### src/rtl/npu_load_sched_pkg.sv
// Shared NPU memory map, region capacities, result codes and FSM state types.
package npu_load_sched_pkg;

  localparam logic [31:0] IMEM_BASE = 32'h8200_0000;
  localparam logic [31:0] WMEM_BASE = 32'h8200_3100;
  localparam logic [31:0] BMEM_BASE = 32'h8200_6200;
  localparam logic [31:0] OMEM_BASE = 32'h8200_6280;
  localparam logic [31:0] OP_BASE   = 32'h8200_8300;

  localparam logic [31:0] OP_CMD_OFF  = 32'h0000_0000;
  localparam logic [31:0] OP_STAT_OFF = 32'h0000_0004;

  localparam logic [15:0] IMEM_CAP = 16'd3136;
  localparam logic [15:0] WMEM_CAP = 16'd3136;
  localparam logic [15:0] BMEM_CAP = 16'd32;
  localparam logic [15:0] OMEM_CAP = 16'd2048;

  typedef enum logic [1:0] {
    ERR_OK      = 2'd0,
    ERR_LEN     = 2'd1,
    ERR_TIMEOUT = 2'd2
  } err_e;

  typedef enum logic [1:0] {MV_COPY, MV_WRITE, MV_READ} mv_op_e;

  typedef enum logic [2:0] {
    MV_IDLE, MV_RD_REQ, MV_RD_WAIT, MV_WR_REQ, MV_NEXT
  } mv_state_e;

  typedef enum logic [3:0] {
    S_IDLE, S_CHK, S_LD_IN, S_LD_W, S_LD_B, S_KICK,
    S_POLL_WAIT, S_POLL, S_ST_O, S_FIN
  } sched_state_e;

  function automatic logic [31:0] word_addr(input logic [31:0] base, input logic [15:0] idx);
    return base + {14'b0, idx, 2'b00};
  endfunction

endpackage

### src/rtl/npu_load_sched_mover.sv
// word_mover: single-outstanding read-then-write word engine on the system bus.
// COPY moves count words, WRITE issues one write of wr_value, READ issues one read.
module word_mover
  import npu_load_sched_pkg::*;
(
  input  logic        clk,
  input  logic        rst_n,
  input  logic        go,
  input  mv_op_e      op,
  input  logic [31:0] src,
  input  logic [31:0] dst,
  input  logic [31:0] wr_value,
  input  logic [15:0] count,
  output logic        phase_done,
  output logic        rd_flag,
  output logic        m_req,
  output logic        m_we,
  output logic [31:0] m_addr,
  output logic [31:0] m_wdata,
  input  logic        m_gnt,
  input  logic        m_rvalid,
  input  logic [31:0] m_rdata
);

  mv_state_e   state, state_nx;
  mv_op_e      op_q;
  logic [31:0] src_q, dst_q, hold;
  logic [15:0] cnt_q, idx;

  // State register plus latched job parameters, word index and data holding register.
  always_ff @(posedge clk or negedge rst_n) begin
    if (!rst_n) begin
      state <= MV_IDLE;
      op_q  <= MV_COPY;
      src_q <= '0;
      dst_q <= '0;
      cnt_q <= '0;
      idx   <= '0;
      hold  <= '0;
    end else begin
      state <= state_nx;
      if (state == MV_IDLE && go) begin
        op_q  <= op;
        src_q <= src;
        dst_q <= dst;
        cnt_q <= count;
        idx   <= '0;
        hold  <= wr_value;
      end
      if (state == MV_RD_WAIT && m_rvalid) hold <= m_rdata;
      if (state == MV_NEXT) idx <= idx + 16'd1;
    end
  end

  // Next state and bus drive; request fields are held constant while waiting for grant.
  always_comb begin
    state_nx   = state;
    phase_done = 1'b0;
    m_req      = 1'b0;
    m_we       = 1'b0;
    m_addr     = '0;
    m_wdata    = '0;
    case (state)
      MV_IDLE:    if (go) state_nx = (op == MV_WRITE) ? MV_WR_REQ : MV_RD_REQ;
      MV_RD_REQ: begin
        m_req  = 1'b1;
        m_addr = word_addr(src_q, idx);
        if (m_gnt) state_nx = MV_RD_WAIT;
      end
      MV_RD_WAIT: if (m_rvalid) state_nx = (op_q == MV_READ) ? MV_NEXT : MV_WR_REQ;
      MV_WR_REQ: begin
        m_req   = 1'b1;
        m_we    = 1'b1;
        m_addr  = word_addr(dst_q, idx);
        m_wdata = hold;
        if (m_gnt) state_nx = MV_NEXT;
      end
      MV_NEXT: begin
        if (idx + 16'd1 >= cnt_q) begin
          phase_done = 1'b1;
          state_nx   = MV_IDLE;
        end else begin
          state_nx = MV_RD_REQ;
        end
      end
      default: state_nx = MV_IDLE;
    endcase
  end

  assign rd_flag = hold[0];

endmodule

### src/rtl/npu_load_sched.sv
// npu_load_sched: runs one NPU job (load IMEM/WMEM/BMEM, kick, poll, store OMEM) as a bus master.
module npu_load_sched
  import npu_load_sched_pkg::*;
#(
  parameter int unsigned POLL_GAP = 16,
  parameter int unsigned POLL_MAX = 65535
) (
  input  logic        clk,
  input  logic        rst_n,
  input  logic        start,
  input  logic [31:0] src_in,
  input  logic [31:0] src_w,
  input  logic [31:0] src_b,
  input  logic [31:0] dst_o,
  input  logic [15:0] len_in,
  input  logic [15:0] len_w,
  input  logic [15:0] len_b,
  input  logic [15:0] len_o,
  output logic        busy,
  output logic        done,
  output logic [1:0]  err,
  output logic        m_req,
  output logic        m_we,
  output logic [31:0] m_addr,
  output logic [31:0] m_wdata,
  input  logic        m_gnt,
  input  logic        m_rvalid,
  input  logic [31:0] m_rdata
);

  sched_state_e state, state_nx, after;
  logic [31:0]  src_in_q, src_w_q, src_b_q, dst_o_q;
  logic [15:0]  len_in_q, len_w_q, len_b_q, len_o_q;
  logic [15:0]  gap_cnt, poll_cnt;
  logic         active, done_q, finish, poll_fail, accept;
  err_e         err_q, fin_code;

  logic         go, phase_done, rd_flag;
  mv_op_e       mv_op;
  logic [31:0]  mv_src, mv_dst;
  logic [15:0]  mv_cnt;

  assign accept = (state == S_IDLE) && start && !done_q;

  // Top-level state register.
  always_ff @(posedge clk or negedge rst_n) begin
    if (!rst_n) state <= S_IDLE;
    else        state <= state_nx;
  end

  // Latched job parameters, phase/poll bookkeeping and registered done/err outputs.
  always_ff @(posedge clk or negedge rst_n) begin
    if (!rst_n) begin
      src_in_q <= '0; src_w_q <= '0; src_b_q <= '0; dst_o_q <= '0;
      len_in_q <= '0; len_w_q <= '0; len_b_q <= '0; len_o_q <= '0;
      gap_cnt  <= '0;
      poll_cnt <= '0;
      active   <= 1'b0;
      done_q   <= 1'b0;
      err_q    <= ERR_OK;
    end else begin
      if (accept) begin
        src_in_q <= {src_in[31:2], 2'b00};
        src_w_q  <= {src_w[31:2], 2'b00};
        src_b_q  <= {src_b[31:2], 2'b00};
        dst_o_q  <= {dst_o[31:2], 2'b00};
        len_in_q <= len_in;
        len_w_q  <= len_w;
        len_b_q  <= len_b;
        len_o_q  <= len_o;
        poll_cnt <= '0;
        err_q    <= ERR_OK;
      end
      if (go)              active <= 1'b1;
      else if (phase_done) active <= 1'b0;
      gap_cnt <= (state == S_POLL_WAIT) ? gap_cnt + 16'd1 : 16'd0;
      if (poll_fail) poll_cnt <= poll_cnt + 16'd1;
      done_q <= finish;
      if (finish) err_q <= fin_code;
    end
  end

  // Per-state word_mover job setup and the state that follows the phase.
  always_comb begin
    mv_op  = MV_COPY;
    mv_src = '0;
    mv_dst = '0;
    mv_cnt = '0;
    after  = S_IDLE;
    case (state)
      S_LD_IN: begin mv_src = src_in_q; mv_dst = IMEM_BASE; mv_cnt = len_in_q; after = S_LD_W; end
      S_LD_W:  begin mv_src = src_w_q;  mv_dst = WMEM_BASE; mv_cnt = len_w_q;  after = S_LD_B; end
      S_LD_B:  begin mv_src = src_b_q;  mv_dst = BMEM_BASE; mv_cnt = len_b_q;  after = S_KICK; end
      S_KICK:  begin mv_op = MV_WRITE; mv_dst = OP_BASE + OP_CMD_OFF; mv_cnt = 16'd1; after = S_POLL_WAIT; end
      S_POLL:  begin mv_op = MV_READ;  mv_src = OP_BASE + OP_STAT_OFF; mv_cnt = 16'd1; after = S_ST_O; end
      S_ST_O:  begin mv_src = OMEM_BASE; mv_dst = dst_o_q; mv_cnt = len_o_q; after = S_FIN; end
      default: ;
    endcase
  end

  // Next-state logic: length check, phase sequencing with zero-length skip, poll/timeout.
  always_comb begin
    state_nx  = state;
    go        = 1'b0;
    finish    = 1'b0;
    fin_code  = ERR_OK;
    poll_fail = 1'b0;
    case (state)
      S_IDLE: if (accept) state_nx = S_CHK;
      S_CHK: begin
        if (len_in_q > IMEM_CAP || len_w_q > WMEM_CAP || len_b_q > BMEM_CAP || len_o_q > OMEM_CAP) begin
          finish   = 1'b1;
          fin_code = ERR_LEN;
          state_nx = S_IDLE;
        end else begin
          state_nx = S_LD_IN;
        end
      end
      S_LD_IN, S_LD_W, S_LD_B, S_KICK, S_ST_O: begin
        if (!active) begin
          if (mv_cnt == 16'd0) state_nx = after;
          else                 go = 1'b1;
        end else if (phase_done) begin
          state_nx = after;
        end
      end
      S_POLL_WAIT: if ({16'd0, gap_cnt} + 32'd1 >= POLL_GAP) state_nx = S_POLL;
      S_POLL: begin
        if (!active) begin
          go = 1'b1;
        end else if (phase_done) begin
          if (rd_flag) begin
            state_nx = after;
          end else if ({16'd0, poll_cnt} + 32'd1 >= POLL_MAX) begin
            finish   = 1'b1;
            fin_code = ERR_TIMEOUT;
            state_nx = S_IDLE;
          end else begin
            poll_fail = 1'b1;
            state_nx  = S_POLL_WAIT;
          end
        end
      end
      S_FIN: begin
        finish   = 1'b1;
        fin_code = ERR_OK;
        state_nx = S_IDLE;
      end
      default: state_nx = S_IDLE;
    endcase
  end

  word_mover u_mover (
    .clk        (clk),
    .rst_n      (rst_n),
    .go         (go),
    .op         (mv_op),
    .src        (mv_src),
    .dst        (mv_dst),
    .wr_value   (32'h0000_0001),
    .count      (mv_cnt),
    .phase_done (phase_done),
    .rd_flag    (rd_flag),
    .m_req      (m_req),
    .m_we       (m_we),
    .m_addr     (m_addr),
    .m_wdata    (m_wdata),
    .m_gnt      (m_gnt),
    .m_rvalid   (m_rvalid),
    .m_rdata    (m_rdata)
  );

  assign busy = (state != S_IDLE);
  assign done = done_q;
  assign err  = err_q;

endmodule
### config.mk
export PLATFORM = sky130hd
export DESIGN_NAME = npu_load_sched
export DESIGN_NICKNAME = d
export VERILOG_FILES = /design/src/rtl/npu_load_sched_pkg.sv /design/src/rtl/npu_load_sched_mover.sv /design/src/rtl/npu_load_sched.sv
export SDC_FILE = /design/constraint.sdc
export NUM_CORES = 1
export LEC_CHECK = 0
export CAP_MARGIN = 20
export CORE_ASPECT_RATIO = 1.25
export CORE_MARGIN = 3
export CORE_UTILIZATION = 27
export DETAILED_ROUTE_END_ITERATION = 12
export GPL_TIMING_DRIVEN = 0
export HOLD_SLACK_MARGIN = 0.03
export PLACE_DENSITY = 0.54
export SYNTH_ARGS = -nofsm -noshare
export SYNTH_HDL_FRONTEND = slang
export SYNTH_SLANG_ARGS = --single-unit
### constraint.sdc
create_clock -name clk -period 7.2 [get_ports clk]
set_input_delay 1.44 -clock clk [delete_from_list [all_inputs] [get_ports clk]]
set_output_delay 1.44 -clock clk [all_outputs]
set_load 0.02 [all_outputs]
---- Word level (Yosys, flattened, before mapping) ----
Cells that the tools add are included.
word-level totals
  bits in latches ......................... 0
  memory bits (writable) .................. 0
  logic and storage cells ................. 144
  memories ................................ 0
  output and inout port bits .............. 70
  flip-flop bits (word level) ............. 357
  input bits .............................. 229
  bits in read-only memories .............. 0
cells by class
  magnitude comparators ................... 7
  eq/ne operators ......................... 25
  shift operators ......................... 0
  $mul .................................... 0
  add/subtract/negate cells ............... 7
  bitwise gates (word level) .............. 0
  muxes and demuxes ....................... 62
  divide/modulo/power cells ............... 0
  reduce and logical (&&, ||, !) cells .... 22
operators with widths
  cell                                                    count
  one-hot mux 32 bit (5 select lines)                     2
  2-to-1 mux 32 bit                                       3
  2-to-1 mux 16 bit                                       5
  one-hot mux 16 bit (5 select lines)                     1
  adder 32 x 18 -> 32 bit                                 2
  one-hot mux 32 bit (2 select lines)                     1
  adder 16 x 1 -> 16 bit (second input constant)          3
  > comparator 16 x 12 -> 1 bit (second input constant)   3
  adder 16 x 1 -> 17 bit (second input constant)          2
  2-to-1 mux 4 bit                                        8
  one-hot mux 4 bit (6 select lines)                      1
  2-to-1 mux 1 bit                                        21
  one-hot mux 4 bit (5 select lines)                      1
  2-to-1 mux 3 bit                                        6
  >= comparator 17 x 16 -> 1 bit (second input constant)  1
  >= comparator 17 x 5 -> 1 bit (second input constant)   1
  == test 4 x 3 -> 1 bit (second input constant)          4
  >= comparator 16 bit                                    1
  > comparator 16 x 6 -> 1 bit (second input constant)    1
  logical NOT 16 bit                                      1
  2-to-1 mux 2 bit                                        8
  one-hot mux 3 bit (5 select lines)                      1
  inequality test 2 bit (second input constant)           6
  nonzero test 2 bit                                      5
  23 further kinds                                        35

---- Depth between registers and ports, before layout ----
Gate-level depths: netlist of run 1.
  word-level depth ........................ 10
  depth in mapped cells ................... 16
  mapped depth without buffers ............ 15

---- Hierarchy ----
A second synthesis of run 1 with hierarchy kept.
second synthesis, totals
  cells, all modules ...................... 2160
  area, all modules ....................... 18994.5 µm²
by module, submodules not included
  module          times used  cells each  area an instance (µm²)  seq. area each (µm²)
  npu_load_sched  1           1327        10974.3                 5605.4
  word_mover      1           833         8020.2                  3328.2

---- Worst setup path after synthesis of run 1 ----
No wires, ideal clock.
  path type ............................... reg2out
  start ................................... reg u_mover.state[1]
  end ..................................... out m_addr[22]
  slack ................................... 1519 ps
  path buffers ............................ 4
  arrival time ............................ 4241 ps
  stages on the path, launching flop included .. 17
  required time ........................... 5760 ps
  path through ............................ dfrtp_1 > buf_2 > nand3b_1 > clkbuf_1 > clkbuf_1 > mux2_2 > ha_1 > inv_1 > fa_1 > nor2b_1 > o31a_1 > o2111ai_1 > and4_1 > o31a_1 > clkbuf_1 > or4_1 > a21oi_1
on the way
  longest elaborated chain between the ends .. 2
  elaborated cells on any way between the ends .. 3
  those cells by class .................... 2 x eq/ne; 1 x mux
ends and longest elaborated chain
  element                                                           RTL line                    text
  from (decl)                                                       npu_load_sched_mover.sv:25  mv_state_e state, state_nx;
  from (signal assigned)                                            npu_load_sched_mover.sv:41  state <= state_nx;
  == test 3 x 2 -> 1 bit or == test 3 x 1 -> 1 bit (tied branches)  npu_load_sched_mover.sv:63  case (state)
  one-hot mux 32 bit (2 select lines) *                             npu_load_sched_mover.sv:63
  to (decl)                                                         npu_load_sched.sv:24        output logic [31:0] m_addr,
Mark *: on every way between the ends. The rest lies on a longest branch, timed or not.

---- Worst setup path after layout of run 1 ----
  start ................................... reg u_mover.state[2]
  end ..................................... out m_addr[26]
Same word-level chain as after synthesis.

==> flow_metrics.py, run 1 <==
metrics = {
    "logic_synthesis": {
        "synth_edf_count": 0,
        "ys_seq_area_share_pct": 48.3,
        "syn_area_mm2": 0.0183,
        "yosys_warnings": 0,
        "synth_seq_cells": 353,
        "ys.flop_type": "dfrtp_1",
        "synthCells": 2195,
        "yosysTopAreaCell": "dfrtp_1",
        "synth_area_leaders": "dfrtp_1, nand2_1, mux2i_1",
        "synth_top_area_share_pct": 48.3,
        "async_flop_share_pct": 100,
        "ys_types": 76,
        "avgSynthCellArea_um2": 8.33,
    },
    "timing": {
        "period_minus_slack_ps": 6920,
        "fin_crit_sh_pct": 96.1,
        "setup_ws_ps": 282,
        "finalSetupTns_ps": 0,
        "hold_viol_final": 0,
        "worst_pin_slew_ps": 1030,
        "skew_ps": 11.8,
        "drv_slew": 0,
        "finalSetupViolCount": 0,
        "grt_setup_unrepaired": "no",
        "maxSlewHeadroom_pct": 29.6,
        "fmax_mhz": 145,
    },
    "routing": {
        "ant_nets": 0,
        "drc_errors": 0,
        "totalWireLength_um": 64200,
        "drtPass1Iterations": 5,
        "vias": 16600,
        "via_per_inst": 4.86,
        "drt-initial-drc-count": 1033,
        "wl_per_cell_um": 18.8,
    },
    "clock_network": {
        "cts_made_buffers": 40,
        "clk_pin_slew_worst_paths_ps": 60,
        "cts_tree": "done",
        "htree_levels": 2,
        "cts.path.max_buffers": 3,
        "clk_latency_ps": 550,
        "clkSinkCount": 353,
        "hold_buffers": 0,
        "root_buffer": "clkbuf_16",
    },
    "place": {
        "dp_worst_setup_slack_ps": 82.8,
        "routabilityCongestion": 0.870,
        "dp_hpwl_um": 50500,
        "placedCellCount": 3351,
        "portBuffers": 288,
    },
    "finish": {
        "area.growth.synth_to_final_pct": 29.6,
        "diodes": 0,
        "final.fill_count": 6864,
        "drive_above_1_share_pct": 5.13,
        "final_nets": 2797,
        "fin_util_pct": 35.4,
        "layoutNonFillerInstCount": 3417,
    },
    "floorplanning": {
        "start_util_pct": 27.3,
        "ioPinCount": 299,
        "die_w_um": 239,
        "dieArea_mm2": 0.0709,
        "placeableCoreArea_mm2": 0.0670,
        "die_h_um": 297,
        "rows": 106,
    },
    "setup_path": {
        "critPathArrivalTime_ps": 5480,
        "crit_start": "u_mover.state[2]$_DFFE_PN0P_",
        "r2r-start": "u_mover.idx[0]$_DFFE_PN0P_",
        "path_max_fanout": 10,
        "r2r_slack_ps": 2720,
        "start_kind": "flip-flop",
        "r2r_cells": 16,
        "crit_type": "flip-flop to output port",
        "end_kind": "output port",
        "cp_data_required_time_ps": 5760,
        "r2r-end": "poll_cnt[15]$_DFFE_PN0P_",
    },
    "pwr": {
        "p_per_area_mw_per_mm2": 344,
        "leakage_uw": 0.0107,
        "ir_drop_uv": 164,
        "p_sw_share_pct": 38.4,
        "clkPwrFrac_pct": 25.7,
        "p_int_uw": 5020,
        "power_switching_uw": 3130,
        "seqPwrFrac_pct": 39.1,
        "comb_power_share_pct": 35.2,
    },
    "flow_run": {
        "drv_cap": 0,
    },
    "run_status": {
        "outcome": "complete, no violations",
    },
    "global_route": {
        "grt.total_usage_pct": 17.7,
        "grt_max_degree": 102,
        "antenna_found_initial": 3,
        "gr-total-overflow": 0,
        "grt_pass1_wl_um": 98000,
        "grt_pass1_vias": 16800,
    },
    "worst_hold_path": {
        "min_path_type": "flip-flop to flip-flop",
        "hold_path_depth": 2,
        "holdPathEnd": "src_in_q[19]$_DFFE_PN0P_",
        "min_from": "src_in_q[19]$_DFFE_PN0P_",
    },
}
==> metrics by stage <==
stage / power, uW / cell area, um^2 / hold slack [ps]
2_1_floorplan: 4850 / 18300 / 440
3_3_place_gp: 6020 / 22300 / 458
3_5_place_dp: 6080 / 22400 / 463
4_1_cts: 8230 / 23700 / 478
5_1_grt: 8700 / 23700 / 489
6_report: 8150 / 23700 / 474
==> worst max path at each step <==
stage                              end  depth (start not counted)  slack, ps
6_report                    m_addr[26]                         17        280
5_1_grt                     m_addr[24]                         17         30
4_1_cts                     m_addr[22]                         17         30
3_5_place_dp                m_addr[22]                         17         80
3_3_place_gp   len_w_q[12]$_DFFE_PN0P_                          1     -11100
2_1_floorplan               m_addr[22]                         16       1520
==> critical path, cell delays in order (launching register included) <==
cell             delay [ps]
dfrtp_1                 350
buf_2                   170
nand3b_1                300
clkbuf_2                270
clkbuf_4                250
mux2_2                  290
ha_1                    210
inv_1                    70
fa_1                    380
nor2b_1                 210
o31a_1                  230
o2111ai_1               190
and4_1                  270
o31a_1                  300
clkbuf_1                210
o21ai_0                 190
nor3b_1                 340
clkdlybuf4s50_1         680
==> synthesized netlist by cell type (all sizes together), types with 5 or more instances <==
cell,number
a22o,10
and4,6
nand4,19
a21oi,79
inv,47
buf,50
o31ai,7
nand2,785
and3,17
a22oi,10
nor2,116
a221oi,5
a21boi,5
nand3,55
xnor2,29
a211oi,10
nand2b,12
o21a,7
nor2b,12
ha,37
mux2,21
clkbuf,77
mux2i,51
o21ai,154
o221ai,7
nor3b,6
o211ai,14
a31oi,12
dfrtp,353
nor3,38
xor2,16
and2,39
nor4,23
a21o,6
==> layout by cell type, fill, tap and decap left out, types with 29 or more instances in the layout <==
cell type          n
o21ai_1           82
clkbuf_1          77
mux2i_1           51
nand3_1           55
nand2_1          785
a21oi_1           79
clkdlybuf4s50_1  286
and2_1            39
clkbuf_16         41
o21ai_0           72
xnor2_1           29
nor3_1            38
ha_1              37
dfrtp_1          353
inv_1             46
nor2_1           116
==> power groups by stage <==
stage	combinational [uW]	clock (uW)	sequential, uW
after floorplan	1870	0	2980
after global placement	2830	0	3190
after detailed placement	2880	0	3200
after CTS	2890	2160	3180
after global routing	3220	2230	3250
final	2870	2100	3190
==> registers in the layout (all words and copies together) (netlist names), 30 cells and up <==
name / cells
u_mover.hold: 32
u_mover.src_q: 30
src_w_q: 30
u_mover.dst_q: 30
src_b_q: 30
dst_o_q: 30
src_in_q: 30
==> routing by layer <==
metal / share of wire, % / wire length, um / GRT usage (%) / vias to the layer above
li1: - / - / - / 8019
met1: 42 / 26700 / 21.9 / 7960
met2: 49 / 31200 / 30.3 / 505
met3: 5.6 / 3580 / 3.06 / 122
met4: 4.2 / 2690 / 7.40 / 4
met5: 0.042 / 27 / 0 / -
==> logic make-up (layout without fill, tap and decap cells) <==
kind of cell / Yosys count / count (layout) / share of synthesized area (%)
XOR/XNOR: 45 / 45 / 2.15
buffers and inverters: 175 / 532 / 3.91
AO/OA/AOI/OAI: 361 / 361 / 12.0
flip-flops: 353 / 353 / 48.3
AND/OR/NAND/NOR: 1150 / 1150 / 26.9
adder cells (fa/ha/maj): 38 / 38 / 2.64
other: 1 / 2 / 0.0205
multiplexers: 72 / 72 / 4.08
==> repair_timing <==
| action | 4_1_cts | 5_1_grt |
|---|---|---|
| cloned | 0 | 0 |
| endpoints found under the hold margin | 0 | 0 |
| resized for setup | 5 | 3 |
| buffers inserted | 1 | 0 |
| pin swaps | 1 | 0 |
| endpoints found under the setup margin | 16 | 4 |
==> cell type report <==
type / instances / area (um^2) / share of cell area [%]
sequential: 353 / 8830 / 37.3
multi-input combinational: 1668 / 8760 / 36.9
timing repair buffer: 293 / 2990 / 12.6
clock buffer: 53 / 1160 / 4.90
tap: 864 / 1080 / 4.56
buffer: 126 / 539 / 2.27
inverter: 48 / 180 / 0.760
clock inverter: 12 / 166 / 0.702
(Power assumes the default switching activity.)
==> run 2: changes to the inputs <==
GPL_ROUTABILITY_DRIVEN = 0   (was not set)
==> run 2 against run 1 <==
  * Total power down 2.2%
  * Global-route usage barely moved
  * Die area unchanged
  * Flip-flop and latch count is the same
  * Clock skew rose by 11 ps
  * Clock power is 9% lower
  * Non-clock buffer count is 1 lower
  * Cell area is 0.54% lower
  * Critical path depth is 6 lower
  * Critical path type unchanged
  * Critical endpoint is now m_addr[17]
  * Largest cell class unchanged
==> flow_metrics.py, run 2 (synthesis results as in run 1) <==
metrics = {
    "clock_network": {
        "clkSinkCount": 353,
        "clk_latency_ps": 570,
        "cts_tree": "done",
        "hold_buffers": 0,
        "clk_pin_slew_worst_paths_ps": 70,
        "root_buffer": "clkbuf_16",
        "cts.path.max_buffers": 3,
        "htree_levels": 2,
        "cts_made_buffers": 38,
    },
    "finish": {
        "final_area_mm2": 0.0236,
        "layoutNonFillerInstCount": 3413,
        "final_nets": 2794,
        "layout_common_cells": "nand2_1, dfrtp_1, clkdlybuf4s50_1",
        "regMostFlops": "u_mover.hold",
        "drive_above_1_share_pct": 4.75,
        "largest_register_ffs": 32,
        "area.growth.synth_to_final_pct": 28.9,
        "layout_commonest_cell": "nand2_1",
    },
    "routing": {
        "vias": 16700,
        "ant_nets": 0,
        "drc_errors": 0,
        "totalWireLength_um": 63900,
        "via_per_inst": 4.90,
        "wl_per_cell_um": 18.7,
        "drt-initial-drc-count": 1134,
        "drtPass1Iterations": 5,
    },
    "setup_path": {
        "end_kind": "output port",
        "crit_type": "flip-flop to output port",
        "cp_data_required_time_ps": 5760,
        "cp_slowest_stage_delay_ps": 1060,
        "critical-path-top-delay-family": "compound AO/OA/AOI/OAI gates",
        "cp.depth": 11,
        "path_max_fanout": 10,
        "crit_chain": "buf_4 -> nand3b_1 -> clkbuf_2 -> buf_2 -> mux2_2 -> ha_1 -> a2111o_1 -> o211ai_1 -> a211oi_2 -> a2111oi_0 -> clkdlybuf4s50_1",
        "cpMaxStageDelayCell": "a2111oi_0",
        "path_buf_inv": 4,
        "start_kind": "flip-flop",
        "r2r_cells": 15,
        "critPathArrivalTime_ps": 5620,
    },
    "global_route": {
        "grt_pass1_wl_um": 98000,
        "grt_pass1_vias": 17100,
        "grt_max_degree": 100,
        "grt.total_usage_pct": 17.7,
        "gr-total-overflow": 0,
        "antenna_found_initial": 4,
    },
    "timing": {
        "setup_ws_ps": 139,
        "finalSetupViolCount": 0,
        "grt_setup_unrepaired": "no",
        "hold_viol_final": 0,
        "fin_crit_sh_pct": 98.1,
        "maxSlewHeadroom_pct": 18.5,
        "drv_slew": 0,
        "worst_pin_slew_ps": 1190,
        "skew_ps": 23.3,
        "fmax_mhz": 142,
        "period_minus_slack_ps": 7060,
    },
    "floorplanning": {
        "die_h_um": 297,
        "rows": 106,
        "die_w_um": 239,
        "dieArea_mm2": 0.0709,
        "placeableCoreArea_mm2": 0.0670,
        "ioPinCount": 299,
        "start_util_pct": 27.3,
    },
    "place": {
        "dp_hpwl_um": 50700,
        "placedCellCount": 3351,
        "placed_area_mm2": 0.0224,
        "dp_worst_setup_slack_ps": 116,
        "portBuffers": 288,
    },
    "run_status": {
        "outcome": "complete, no violations",
    },
    "pwr": {
        "p_per_area_mw_per_mm2": 338,
        "ir_drop_uv": 134,
        "leakage_uw": 0.0107,
    },
    "worst_hold_path": {
        "min_path_type": "flip-flop to flip-flop",
        "hold_path_depth": 2,
    },
    "flow_run": {
        "drv_cap": 0,
    },
}
-- run 2: cell types whose count changed in the layout (fill, tap and decap cells not counted), moves of 3 or more --
cell / before / now
clkdlybuf4s50_1: 286 / 283
clkbuf_8: 9 / 4
dlymetal6s2s_1: 1 / 4
clkbuf_1: 77 / 82
clkbuf_16: 41 / 38
clkinv_2: 6 / 3
-- run 2: per-stage QoR --
stage	utilization (%)	hold WS, ps	TNS [ps]	power, uW
2_1_floorplan	-	440	0	4850
3_3_place_gp	33.2	459	-3886110	6010
3_5_place_dp	33.4	462	0	6090
4_1_cts	35.2	476	0	8050
5_1_grt	35.2	492	0	8510
6_report	35.2	473	0	7980
-- run 2: worst paths after layout --
| kind | start | endpoint | slack (ps) |
|---|---|---|---|
| worst max-delay path | u_mover.state[1]$_DFFE_PN0P_ | m_addr[17] | 140 |
| worst min-delay path | src_in_q[3]$_DFFE_PN0P_ | src_in_q[3]$_DFFE_PN0P_ | 470 |
| worst max register to register | u_mover.idx[0]$_DFFE_PN0P_ | poll_cnt[15]$_DFFE_PN0P_ | 2730 |
| worst min register to register | src_in_q[3]$_DFFE_PN0P_ | src_in_q[3]$_DFFE_PN0P_ | 470 |
| max in group asynchronous | rst_n | len_w_q[7]$_DFFE_PN0P_ | 5000 |
| min in group asynchronous | rst_n | u_mover.dst_q[22]$_DFFE_PN0P_ | 860 |
-- run 2: metal layers --
metal / up-vias / share of wire (%) / track usage (%)
met4: 4 / 4.0 / 6.91
met3: 134 / 5.3 / 2.77
li1: 8043 / - / -
met5: - / 0.042 / 0
met2: 497 / 49 / 30.9
met1: 8042 / 41 / 21.7
-- run 2: repair_timing --
item                       CTS  global route
pin swaps                    1             0
resized for setup            5             4
buffers inserted             1             0
setup endpoints to repair   15             4
-- run 2: cell type report --
type | instances | area [um^2]
diodes | 1 | 2.50
plain buffers | 126 | 537
clock buffers | 50 | 1040
clock inverters | 11 | 163
fillers | 6861 | 43400
inverters | 48 | 180
multi-input cells | 1668 | 8760
flip-flops and latches | 353 | 8830
well taps | 864 | 1080
repair buffers | 292 | 2990
-- run 2: tightest hold or removal path: stages (launching register included) --
cell and delay (ps):
dfrtp_1 340, nand2_1 50, nand2_1 50
-- run 2: where the power goes --
group          internal, uW  switching (uW)  total (uW)
combinational          1100            1760        2860
clock                  1090             831        1920
sequential             2650             542        3190
